==> src/rtl/spi_regmap_ctrl.sv <==
// SPI register-map controller: command decode, turnaround status and burst access to N_REGS bytes.
// Define REGMAP_AUTOINC_EN for address auto-increment with wrap at N_REGS-1 -> 0.
module spi_regmap_ctrl #(
  parameter int                  N_REGS       = 8,
  parameter logic [N_REGS-1:0]   RO_MASK      = '0,
  parameter logic [N_REGS*8-1:0] RESET_VALUES = '0,
  parameter logic [7:0]          ACK_BYTE     = 8'hFF
) (
  input  logic                  sys_clk,
  input  logic                  sys_rst_n,
  input  logic                  spi_cs_active,
  input  logic [7:0]            rx_byte,
  input  logic                  rx_valid,
  output logic [7:0]            tx_byte,
  output logic [N_REGS*8-1:0]   cfg_out,
  output logic [N_REGS-1:0]     wr_stb,
  input  logic [N_REGS*8-1:0]   ro_data,
  output logic                  xfer_err,
  output logic                  busy
);
  localparam logic [6:0] LOW_MASK = 7'(N_REGS - 1);
  localparam logic [7:0] N_REGS_B = 8'(N_REGS);

  typedef enum logic [1:0] {S_IDLE, S_CMD, S_TURN, S_DATA} state_t;

  state_t                   r_state, w_state_nxt;
  logic                     r_cs_d;
  logic                     r_rw;
  logic [6:0]               r_addr;
  logic [7:0]               r_regs [N_REGS];
  logic [7:0]               r_tx;
  logic [N_REGS-1:0]        r_wr_stb;
  logic                     r_err;

  logic                     w_act;
  logic                     w_cmd_ok;
  logic                     w_addr_ok;
  logic [6:0]               w_addr_inc;
  logic [6:0]               w_addr_adv;
  logic [7:0]               w_rd_val [N_REGS];
  logic [7:0]               w_rd_cur;
  logic [7:0]               w_rd_adv;
  logic [N_REGS-1:0]        w_hit;
  logic [N_REGS-1:0]        w_wr_ok;
  logic [7:0]               w_tx_nxt;
  logic [N_REGS-1:0]        w_wr_nxt;
  logic                     w_err_nxt;

  assign w_act     = spi_cs_active & rx_valid;
  assign w_cmd_ok  = {1'b0, rx_byte[6:0]} < N_REGS_B;
  assign w_addr_ok = {1'b0, r_addr} < N_REGS_B;
  // Only the low AW bits count up, so valid bursts wrap and invalid ones stay invalid.
  assign w_addr_inc = (r_addr & ~LOW_MASK) | ((r_addr + 7'd1) & LOW_MASK);
`ifdef REGMAP_AUTOINC_EN
  assign w_addr_adv = w_addr_inc;
`else
  assign w_addr_adv = r_addr;
`endif

  always_comb begin
    w_rd_cur = 8'h00;
    w_rd_adv = 8'h00;
    w_hit    = '0;
    for (int i = 0; i < N_REGS; i++) begin
      w_rd_val[i] = RO_MASK[i] ? ro_data[i*8 +: 8] : r_regs[i];
      w_hit[i]    = (r_addr == 7'(i));
      if (r_addr == 7'(i))     w_rd_cur = w_rd_val[i];
      if (w_addr_adv == 7'(i)) w_rd_adv = w_rd_val[i];
    end
  end

  assign w_wr_ok = w_hit & ~RO_MASK;

  always_ff @(posedge sys_clk or negedge sys_rst_n) begin
    if (!sys_rst_n) begin
      r_state <= S_IDLE;
      r_cs_d  <= 1'b0;
    end else begin
      r_state <= w_state_nxt;
      r_cs_d  <= spi_cs_active;
    end
  end

  always_comb begin
    w_state_nxt = r_state;
    if (!spi_cs_active) begin
      w_state_nxt = S_IDLE;
    end else begin
      unique case (r_state)
        S_IDLE:  if (!r_cs_d)  w_state_nxt = S_CMD;
        S_CMD:   if (rx_valid) w_state_nxt = S_TURN;
        S_TURN:  if (rx_valid) w_state_nxt = S_DATA;
        S_DATA:                w_state_nxt = S_DATA;
        default:               w_state_nxt = S_IDLE;
      endcase
    end
  end

  always_comb begin
    w_tx_nxt  = r_tx;
    w_wr_nxt  = '0;
    w_err_nxt = 1'b0;
    unique case (r_state)
      S_IDLE: if (spi_cs_active && !r_cs_d) w_tx_nxt = ACK_BYTE;
      S_CMD:  if (w_act) w_tx_nxt = {7'b0, w_cmd_ok};
      S_TURN: if (w_act && !r_rw) w_tx_nxt = w_rd_cur;
      S_DATA: begin
        if (w_act) begin
          if (r_rw) begin
            w_wr_nxt  = w_wr_ok;
            w_err_nxt = ~(|w_wr_ok);
          end else begin
            w_tx_nxt  = w_rd_adv;
            w_err_nxt = ~w_addr_ok;
          end
        end
      end
      default: w_tx_nxt = r_tx;
    endcase
  end

  always_ff @(posedge sys_clk or negedge sys_rst_n) begin
    if (!sys_rst_n) begin
      r_rw     <= 1'b0;
      r_addr   <= 7'd0;
      r_tx     <= 8'h00;
      r_wr_stb <= '0;
      r_err    <= 1'b0;
    end else begin
      r_tx     <= w_tx_nxt;
      r_wr_stb <= w_wr_nxt;
      r_err    <= w_err_nxt;
      if (!spi_cs_active) begin
        r_rw   <= 1'b0;
        r_addr <= 7'd0;
      end else if (r_state == S_CMD && rx_valid) begin
        r_rw   <= rx_byte[7];
        r_addr <= rx_byte[6:0];
      end else if (r_state == S_DATA && rx_valid) begin
        r_addr <= w_addr_adv;
      end
    end
  end

  // RO entries are held at zero and collapse to constants in synthesis.
  always_ff @(posedge sys_clk or negedge sys_rst_n) begin
    if (!sys_rst_n) begin
      for (int i = 0; i < N_REGS; i++)
        r_regs[i] <= RO_MASK[i] ? 8'h00 : RESET_VALUES[i*8 +: 8];
    end else begin
      for (int i = 0; i < N_REGS; i++)
        if (w_wr_nxt[i] && !RO_MASK[i]) r_regs[i] <= rx_byte;
    end
  end

  always_comb begin
    cfg_out = '0;
    for (int i = 0; i < N_REGS; i++)
      cfg_out[i*8 +: 8] = r_regs[i];
  end

  assign tx_byte  = r_tx;
  assign wr_stb   = r_wr_stb;
  assign xfer_err = r_err;
  assign busy     = (r_state != S_IDLE);

endmodule

==> config.mk <==
export PLATFORM = sky130hd
export DESIGN_NAME = spi_regmap_ctrl
export DESIGN_NICKNAME = d
export VERILOG_FILES = /design/src/rtl/spi_regmap_ctrl.sv
export SDC_FILE = /design/constraint.sdc
export NUM_CORES = 1
export LEC_CHECK = 0
export CAP_MARGIN = 15
export CELL_PAD_IN_SITES_DETAIL_PLACEMENT = 1
export CELL_PAD_IN_SITES_GLOBAL_PLACEMENT = 1
export CORE_MARGIN = 2
export CORE_UTILIZATION = 34
export DETAILED_ROUTE_END_ITERATION = 10
export PLACE_DENSITY_LB_ADDON = 0.1
export SLEW_MARGIN = 10
export SYNTH_ARGS = -nofsm -noshare
export SYNTH_HDL_FRONTEND = slang
export SYNTH_SLANG_ARGS = --single-unit
==> constraint.sdc <==
create_clock -name sys_clk -period 2.6 [get_ports sys_clk]
set_input_delay 0.52 -clock sys_clk [delete_from_list [all_inputs] [get_ports sys_clk]]
set_output_delay 0.52 -clock sys_clk [all_outputs]
set_load 0.05 [all_outputs]
==> results of run 1 <==
==> stage by stage <==
stage	hold WS, ps	area, µm²	total power, mW	std cells
floorplan	224.4	4220	1.761	324
global placement	496.9	5441	1.940	588
detailed placement	491.5	5441	1.947	588
CTS	156.8	5748	3.360	602
global route	176.2	5748	3.452	602
finish	151.6	5748	3.318	602
==> synth_stat cells (2+ instances only) <==
library cell | number | area share
sky130_fd_sc_hd__a211oi_1 | 3 | 0.0053
sky130_fd_sc_hd__a21boi_0 | 8 | 0.014
sky130_fd_sc_hd__a21oi_1 | 5 | 0.0059
sky130_fd_sc_hd__a31oi_1 | 2 | 0.0030
sky130_fd_sc_hd__and2_1 | 3 | 0.0044
sky130_fd_sc_hd__and3_1 | 2 | 0.0030
sky130_fd_sc_hd__buf_1 | 4 | 0.0036
sky130_fd_sc_hd__buf_2 | 6 | 0.0071
sky130_fd_sc_hd__clkbuf_1 | 8 | 0.0071
sky130_fd_sc_hd__dfrtp_1 | 92 | 0.55
sky130_fd_sc_hd__inv_1 | 6 | 0.0053
sky130_fd_sc_hd__mux2_2 | 57 | 0.15
sky130_fd_sc_hd__mux2_4 | 8 | 0.028
sky130_fd_sc_hd__mux2i_1 | 11 | 0.026
sky130_fd_sc_hd__mux4_2 | 6 | 0.032
sky130_fd_sc_hd__nand2_1 | 16 | 0.014
sky130_fd_sc_hd__nand2_2 | 2 | 0.0030
sky130_fd_sc_hd__nand3_1 | 12 | 0.014
sky130_fd_sc_hd__nand3_2 | 2 | 0.0047
sky130_fd_sc_hd__nand3b_1 | 3 | 0.0053
sky130_fd_sc_hd__nor2_1 | 13 | 0.012
sky130_fd_sc_hd__nor2b_1 | 6 | 0.0089
sky130_fd_sc_hd__nor3_1 | 2 | 0.0024
sky130_fd_sc_hd__o211ai_1 | 7 | 0.012
sky130_fd_sc_hd__o21a_1 | 3 | 0.0053
sky130_fd_sc_hd__o21ai_0 | 14 | 0.017
sky130_fd_sc_hd__o22a_1 | 5 | 0.010
sky130_fd_sc_hd__o2bb2ai_1 | 3 | 0.0062
==> per-layer routing <==
metal,GRT usage,up-vias
li1,-,1386
met1,0.2738,1565
met2,0.3014,57
met3,0.05805,10
met4,0.05542,0
met5,0,-
==> sequential cells by signal, indices dropped and copies added, names as in the netlist <==
name	cells
cfg_out	64
r_cs_d	1
r_addr	7
r_rw	1
xfer_err	1
wr_stb	8
tx_byte	8
r_state	2
==> critical path: stages (launching register included) <==
cell                              delay [ps]
sky130_fd_sc_hd__dfrtp_1                 460
sky130_fd_sc_hd__nor2_1                  300
sky130_fd_sc_hd__inv_1                    70
sky130_fd_sc_hd__clkdlybuf4s50_1         700
==> layout make-up <==
cell class / instances / area, µm² / share of cell area
sequential: 92 / 2302 / 0.4005
multi-input combinational: 206 / 1793 / 0.3119
timing repair buffer: 116 / 1114 / 0.1937
clock buffer: 12 / 246.5 / 0.04288
tap: 168 / 210.2 / 0.03657
clock inverter: 2 / 60.06 / 0.01045
inverter: 6 / 22.52 / 0.003918
==> power breakdown <==
part	switching (mW)	internal (mW)	leakage (nW)
clock	0.543	0.859	0.149
combinational	0.267	0.146	1.17
sequential	0.0332	1.47	1.25
total	0.844	2.47	2.57
==> how the worst max path moves through the flow <==
stage / from / endpoint / slack, ps / cells after the start
3_3_place_gp: spi_cs_active / cfg_out[50]$_DFFE_PN0P_ / 170 / 7
2_1_floorplan: r_addr[6]$_DFFE_PN0P_ / cfg_out[40]$_DFFE_PN0P_ / 630 / 5
4_1_cts: r_state[0]$_DFFE_PN0P_ / busy / 200 / 3
6_report: r_state[0]$_DFFE_PN0P_ / busy / 200 / 3
5_1_grt: r_state[0]$_DFFE_PN0P_ / busy / 60 / 3
3_5_place_dp: rx_valid / cfg_out[53]$_DFFE_PN0P_ / 140 / 7
==> logic make-up after synthesis <==
group	count (synthesis)	synth area share
DFF	92	0.5455
muxes	82	0.2387
and+or+nand+nor	70	0.09843
AOI/OAI and AO/OA	54	0.08776
buffers and inverters	26	0.02965
==> flow_summary.ini, run 1 <==
[synth]
avgSynthCellArea_um2 = 13.03
yosys_warnings = 0
ys_seq_area_frac = 0.5455
synth.distinct_cells = 43
synth_area_um2 = 4220
postSynthRegisterBits = 92
cell_count_after_synthesis = 324
synthFlopType = sky130_fd_sc_hd__dfrtp_1
synth-async-reset-ratio = 1.000
synth_fp_nets = 400
synth-edff-count = 0

[grt]
antenna_found_initial = 0
global_route.usage.total = 0.1969
gr-total-overflow = 0
grt_pass1_wl_um = 19230
first_global_vias = 3246
grt_max_degree = 42

[timing]
final-setup-viol-count = 0
max-slew-margin-rel = 0.6156
totalNegativeSetupSlack_ps = 0
report.final.slew_viol_count = 0
clock-skew-final_ps = 8.446
final_hold_viol_count = 0
worst_pin_slew_ps = 574.8
setup_repair_after_global_routing_missed_its_margin = false
fmaxAchievable_ghz = 0.4164
setup_slack_ps = 198.5
period_share = 0.9236
finalCriticalPeriod_ps = 2401

[cells_and_area]
synthToLayoutAreaGrowth_pct = 36.20
final_layout_size_suffix_gt1_frac = 0.2765
most-common-layout-cells = sky130_fd_sc_hd__dfrtp_1 (92), sky130_fd_sc_hd__clkdlybuf4s50_1 (92), sky130_fd_sc_hd__mux2_2 (57)
final_net_count = 507
diodes = 0
final_util = 0.4766
fill_cells = 1260

[floorplanning]
core_um2 = 12060
rows = 40
fp.dieArea_um2 = 13320
initial_utilization = 0.3499
die_w_um = 115.4
fp.dieH_um = 115.4
boundaryPins = 158

[detailed_routing]
top_layer = met4
wl_per_cell_um = 20.26
drt-met1-wl_um = 5722
finalWirelength_um = 12190
post_drt_via_cell_ratio = 5.013
met2_wirelength_um = 5768
wl_met3_um = 563
drt_pre_antenna_iters = 4
drc = 0
detail_route.iter0.violations = 153
via_count = 3018
drtAntennaViolNets = 0

[outcome]
status = complete, no violations

[critical_path]
worst-r2r-setup-slack_ps = 560
worstPathMaxFanout = 8
timing.critical_path.required_ps = 2080
timing.rr.end = cfg_out[13]$_DFFE_PN0P_
r2r_cells = 5
criticalPathCategory = reg2out
critPathCaptureType = output port
startpoint_type = flip-flop
timing.critical_path.arrival_ps = 1880
critical_path.reg2reg.startpoint = r_addr[6]$_DFFE_PN0P_

[cts]
cts.sinks = 92
post_cts_hold_buffer_count = 0
clock_tree.htree_level_count = 3
cts_repair_resize_count = 0
number_of_buffers_between_clock_root_and_the_deepest_sink = 2
clk_transition_reported_paths_ps = 70
numCtsBuffers = 9
cts_setup_buffers = 0
clockRootBuffer = sky130_fd_sc_hd__clkbuf_16
cts_tree = yes
clk-insertion-delay-late_ps = 360

[placement]
detailed_place_hpwl_um = 8816
place_worst_setup_slack_ps = 140.8
portbufs = 93
place_congestion = 0.7608

[power]
pwr_density_cell_nw_per_um2 = 577.3
leakage_power_of_the_design_nw = 2.572
vdd_ir_drop_max_mv = 0.4308

[worst_hold_path]
worst_min_delay_path_class = in2async

[run]
maxCapViolCount = 0
Note: power is estimated with default switching activity, not from simulation.
==> inputs of run 2 (changes only) <==
Settings changed: CORE_ASPECT_RATIO set to 1.4, CTS_BUF_LIST set to sky130_fd_sc_hd__clkbuf_16, RECOVER_POWER set to 25.
==> flow_summary.ini, run 2 (same netlist as run 1, synthesis figures left out) <==
[outcome]
status = complete, no violations

[critical_path]
critPathCaptureType = output port
timing.critical_path.required_ps = 2080
worstPathMaxFanout = 8
timing.critical_path.arrival_ps = 1830
startpoint_type = flip-flop
criticalPathCategory = reg2out

[timing]
finalCriticalPeriod_ps = 2353
setup_slack_ps = 247.4
final_hold_viol_count = 0
report.final.slew_viol_count = 0
clock-skew-final_ps = 6.133
setup_repair_after_global_routing_missed_its_margin = false
final-setup-viol-count = 0
fmaxAchievable_ghz = 0.4251
max-slew-margin-rel = 0.2385
period_share = 0.9048
worst_pin_slew_ps = 1142
totalNegativeSetupSlack_ps = 0

[grt]
grt_pass1_wl_um = 18820
first_global_vias = 3272
antenna_found_initial = 0
global_route.usage.total = 0.1837
gr-total-overflow = 0
grt_busiest_layer = met2
grtUsageMet1 = 0.2368
gr-usage-met2 = 0.3139
use_met3 = 0.03702
grt_max_degree = 44

[power]
pwr_density_cell_nw_per_um2 = 581.9
vdd_ir_drop_max_mv = 0.3080
report.power.total_mw = 3.338
leakage_power_of_the_design_nw = 2.576

[floorplanning]
fp.dieH_um = 135.8
boundaryPins = 158
rows = 48
initial_utilization = 0.3445
core_um2 = 12250
fp.dieArea_um2 = 13330
die_w_um = 98.16

[cts]
cts_repair_resize_count = 0
cts_setup_buffers = 0
number_of_buffers_between_clock_root_and_the_deepest_sink = 2
numCtsBuffers = 9
post_cts_hold_buffer_count = 0
clk-insertion-delay-late_ps = 340
clockRootBuffer = sky130_fd_sc_hd__clkbuf_16
clock_tree.htree_level_count = 3
cts_tree = yes
clk_transition_reported_paths_ps = 70
cts.sinks = 92

[cells_and_area]
fill_cells = 1300
synthToLayoutAreaGrowth_pct = 35.93
most-common-layout-cells = sky130_fd_sc_hd__dfrtp_1 (92), sky130_fd_sc_hd__clkdlybuf4s50_1 (92), sky130_fd_sc_hd__mux2_2 (57)
final_layout_size_suffix_gt1_frac = 0.2821
largest_register_ffs = 64
final_net_count = 507
diodes = 0

[detailed_routing]
drc = 0
via_count = 3029
wl_per_cell_um = 20.22
drt_pre_antenna_iters = 4
finalWirelength_um = 11850
detail_route.iter0.violations = 75
drtAntennaViolNets = 0
post_drt_via_cell_ratio = 5.169

[placement]
detailed_place_hpwl_um = 8727
place_worst_setup_slack_ps = 174.4
place_congestion = 0.7492
portbufs = 93

[run]
maxCapViolCount = 0

[worst_hold_path]
worst_min_delay_path_class = in2async
-- run 2: where the power goes --
group,total [mW],internal [mW],switching (mW)
Sequential,1.50,1.47,0.0314
Clock,1.43,0.848,0.577
Combinational,0.413,0.146,0.267
Total,3.34,2.46,0.876
-- run 2: path summary, 6_finish.rpt --
kind | startpoint | to | slack (ps) | cells past startpoint
setup / recovery | r_state[0]$_DFFE_PN0P_ | busy | 250 | 3
hold / removal | sys_rst_n | r_addr[5]$_DFFE_PN0P_ | 390 | 1
setup reg to reg | r_addr[6]$_DFFE_PN0P_ | cfg_out[22]$_DFFE_PN0P_ | 550 | 4
hold reg to reg | tx_byte[3]$_DFFE_PN0P_ | tx_byte[3]$_DFFE_PN0P_ | 510 | 1
max in group asynchronous | sys_rst_n | cfg_out[36]$_DFFE_PN0P_ | 750 | 2
min in group sys_clk | tx_byte[3]$_DFFE_PN0P_ | tx_byte[3]$_DFFE_PN0P_ | 510 | 1
-- run 2: metal layers --
metal | wire length, µm | part of all wire | vias to the layer above
met1 | 5111 | 0.43 | 1573
met5 | 0 | 0 | -
met2 | 6123 | 0.52 | 57
li1 | - | - | 1388
met4 | 151 | 0.013 | 0
met3 | 461 | 0.039 | 11
-- run 2: worst max-delay path: stages, from the launching register on --
cell                              delay [ps]
sky130_fd_sc_hd__dfrtp_1                 450
sky130_fd_sc_hd__nor2_1                  270
sky130_fd_sc_hd__inv_1                    70
sky130_fd_sc_hd__clkdlybuf4s50_1         700
-- run 2: cell type report --
cell class / count / area [µm²] / share of cell area
inverters: 6 / 22.52 / 0.003926
multi-input cells: 206 / 1793 / 0.3125
well taps: 150 / 187.7 / 0.03272
repair buffers: 116 / 1109 / 0.1932
clock inverters: 7 / 97.59 / 0.01701
clock buffers: 9 / 225.2 / 0.03926
flip-flops and latches: 92 / 2302 / 0.4013
-- run 2: per-stage QoR --
step             util  cell area (µm²)  instances  hold WS [ps]
2_1_floorplan       -             4220        324         224.4
3_3_place_gp   0.4433             5431        570         483.1
4_1_cts        0.4697             5754        586         205.3
5_1_grt        0.4682             5737        586         481.3
6_report       0.4682             5737        586         393.4
3_5_place_dp   0.4433             5431        570         505.0
==> inputs of run 3 (changes only) <==
Settings changed: CELL_PAD_IN_SITES_DETAIL_PLACEMENT 1 to not set, CELL_PAD_IN_SITES_GLOBAL_PLACEMENT 1 to not set, CORE_MARGIN 2 to not set, CORE_UTILIZATION 34 to 40, PLACE_DENSITY set to 0.74, PLACE_DENSITY_LB_ADDON 0.1 to not set.
==> flow_summary.ini, run 3 (same netlist as run 1, synthesis figures left out) <==
[detailed_routing]
wl_met3_um = 379
detail_route.iter0.violations = 216
post_drt_via_cell_ratio = 5.212
wl_per_cell_um = 18.32
drt-met1-wl_um = 4283
finalWirelength_um = 10440
drt_pre_antenna_iters = 9
drc = 1
drtAntennaViolNets = 0
via_count = 2971
top_layer = met4
met2_wirelength_um = 5434

[timing]
fmaxAchievable_ghz = 0.4304
finalCriticalPeriod_ps = 2323
final-setup-viol-count = 0
worst_pin_slew_ps = 1054
max-slew-margin-rel = 0.2972
totalNegativeSetupSlack_ps = 0
final_hold_viol_count = 0
period_share = 0.8936
report.final.slew_viol_count = 0
clock-skew-final_ps = 5.268
setup_repair_after_global_routing_missed_its_margin = false

[cells_and_area]
multi_input_area_um2 = 1793
final_net_count = 503
most-common-layout-cells = sky130_fd_sc_hd__dfrtp_1 (92), sky130_fd_sc_hd__clkdlybuf4s50_1 (92), sky130_fd_sc_hd__mux2_2 (57)
synthToLayoutAreaGrowth_pct = 33.92
final_cell_count_no_fill = 570
final_layout_size_suffix_gt1_frac = 0.2685
sequential_cell_area_um2 = 2302
final_util = 0.5490
largest_register_ffs = 64
diodes = 0
fill_cells = 875

[floorplanning]
fp.dieH_um = 123.5
fp.dieArea_um2 = 10970
initial_utilization = 0.4099
rows = 44
boundaryPins = 158
die_w_um = 88.81
core_um2 = 10290

[cts]
clock_tree.htree_level_count = 3
cts.sinks = 92
cts_tree = yes
number_of_buffers_between_clock_root_and_the_deepest_sink = 2
clk-insertion-delay-late_ps = 350
clk_transition_reported_paths_ps = 60
numCtsBuffers = 9
cts_setup_buffers = 0
post_cts_hold_buffer_count = 0
clockRootBuffer = sky130_fd_sc_hd__clkbuf_16
cts_repair_resize_count = 0

[power]
p_switching_mw = 0.8256
vdd_ir_drop_max_mv = 0.3166
leakage_power_of_the_design_nw = 2.543
report.power.total_mw = 3.171
clkPwrFrac = 0.400
power.combinational.fraction = 0.127
p_sw_frac = 0.2604
share_of_power_burned_in_registers = 0.473
pwr_density_cell_nw_per_um2 = 561.0
internal_power_mw = 2.345

[placement]
portbufs = 93
place_congestion = 0.8266
post-place-cells = 554
detailed_place_hpwl_um = 7617

[outcome]
violations = DRC
status = finished with violations

[grt]
gr-total-overflow = 0
grt_pass1_wl_um = 16320
first_global_vias = 2954
grt_max_degree = 53
antenna_found_initial = 0
global_route.usage.total = 0.2072

[critical_path]
startpoint_type = flip-flop
timing.critical_path.slowest_stage_cell = sky130_fd_sc_hd__clkdlybuf4s50_1
critical-path-max-stage-delay_ps = 700
timing.critical_path.arrival_ps = 1800
timing.critical_path.required_ps = 2080
criticalPathCategory = reg2out
worstPathMaxFanout = 8
critPathCaptureType = output port
path_cells = nor2_1 > inv_1 > clkdlybuf4s50_1

[worst_hold_path]
worst_min_delay_path_class = in2async

[run]
maxCapViolCount = 0
==> run 3: changes by cell type in the layout (fill, tap and decap cells not counted), sizes merged <==
cell,change
buf,-4
clkinv,+2
bufinv,-1
inv,-1
==> run 3: area by class of cell <==
cell class | count | area share
sequential | 92 | 0.4074
inverter | 6 | 0.003985
timing repair buffer | 112 | 0.1906
multi-input combinational | 206 | 0.3172
clock inverter | 7 | 0.01041
tap | 138 | 0.03055
clock buffer | 9 | 0.03985
==> run 3: path summary, 6_finish.rpt <==
path                                   startpoint                 endpoint  slack (ps)  cells past startpoint
setup / recovery           r_state[0]$_DFFE_PN0P_                     busy         280                      3
hold / removal                          sys_rst_n      wr_stb[7]$_DFF_PN0_         350                      1
setup reg to reg            r_addr[0]$_DFFE_PN0P_  cfg_out[56]$_DFFE_PN0P_         560                      5
hold reg to reg            tx_byte[1]$_DFFE_PN0P_   tx_byte[1]$_DFFE_PN0P_         490                      1
max in group asynchronous               sys_rst_n  cfg_out[21]$_DFFE_PN0P_        1420                      2
min in group sys_clk       tx_byte[1]$_DFFE_PN0P_   tx_byte[1]$_DFFE_PN0P_         490                      1
==> run 3: stage by stage <==
step,hold slack (ps),area (µm²),setup WS [ps]
3_3_place_gp,482.0,5374,214.5
4_1_cts,171.3,5658,262.6
5_1_grt,439.3,5652,198.1
6_report,349.1,5652,276.7
3_5_place_dp,480.0,5374,185.1
2_1_floorplan,224.4,4220,630.8
==> run 3: critical path: cells and delay by family (launching register included) <==
family / cells / cell delay, ps
buffers and inverters: 2 / 760
DFF: 1 / 440
and+or+nand+nor: 1 / 250
==> run 3: layer usage <==
metal | GRT usage | vias to the layer above
met2 | 0.3442 | 73
met3 | 0.03471 | 21
met4 | 0.1139 | 0
met1 | 0.2541 | 1498
li1 | - | 1379
met5 | 0 | -
==> run 3: power groups by stage <==
| stage | Clock [mW] | Sequential [mW] | Combinational, mW |
|---|---|---|---|
| 2_1_floorplan | 0 | 1.63 | 0.135 |
| 3_3_place_gp | 0 | 1.53 | 0.399 |
| 3_5_place_dp | 0 | 1.53 | 0.406 |
| 4_1_cts | 1.28 | 1.50 | 0.407 |
| 5_1_grt | 1.34 | 1.51 | 0.429 |
| 6_report | 1.27 | 1.50 | 0.403 |
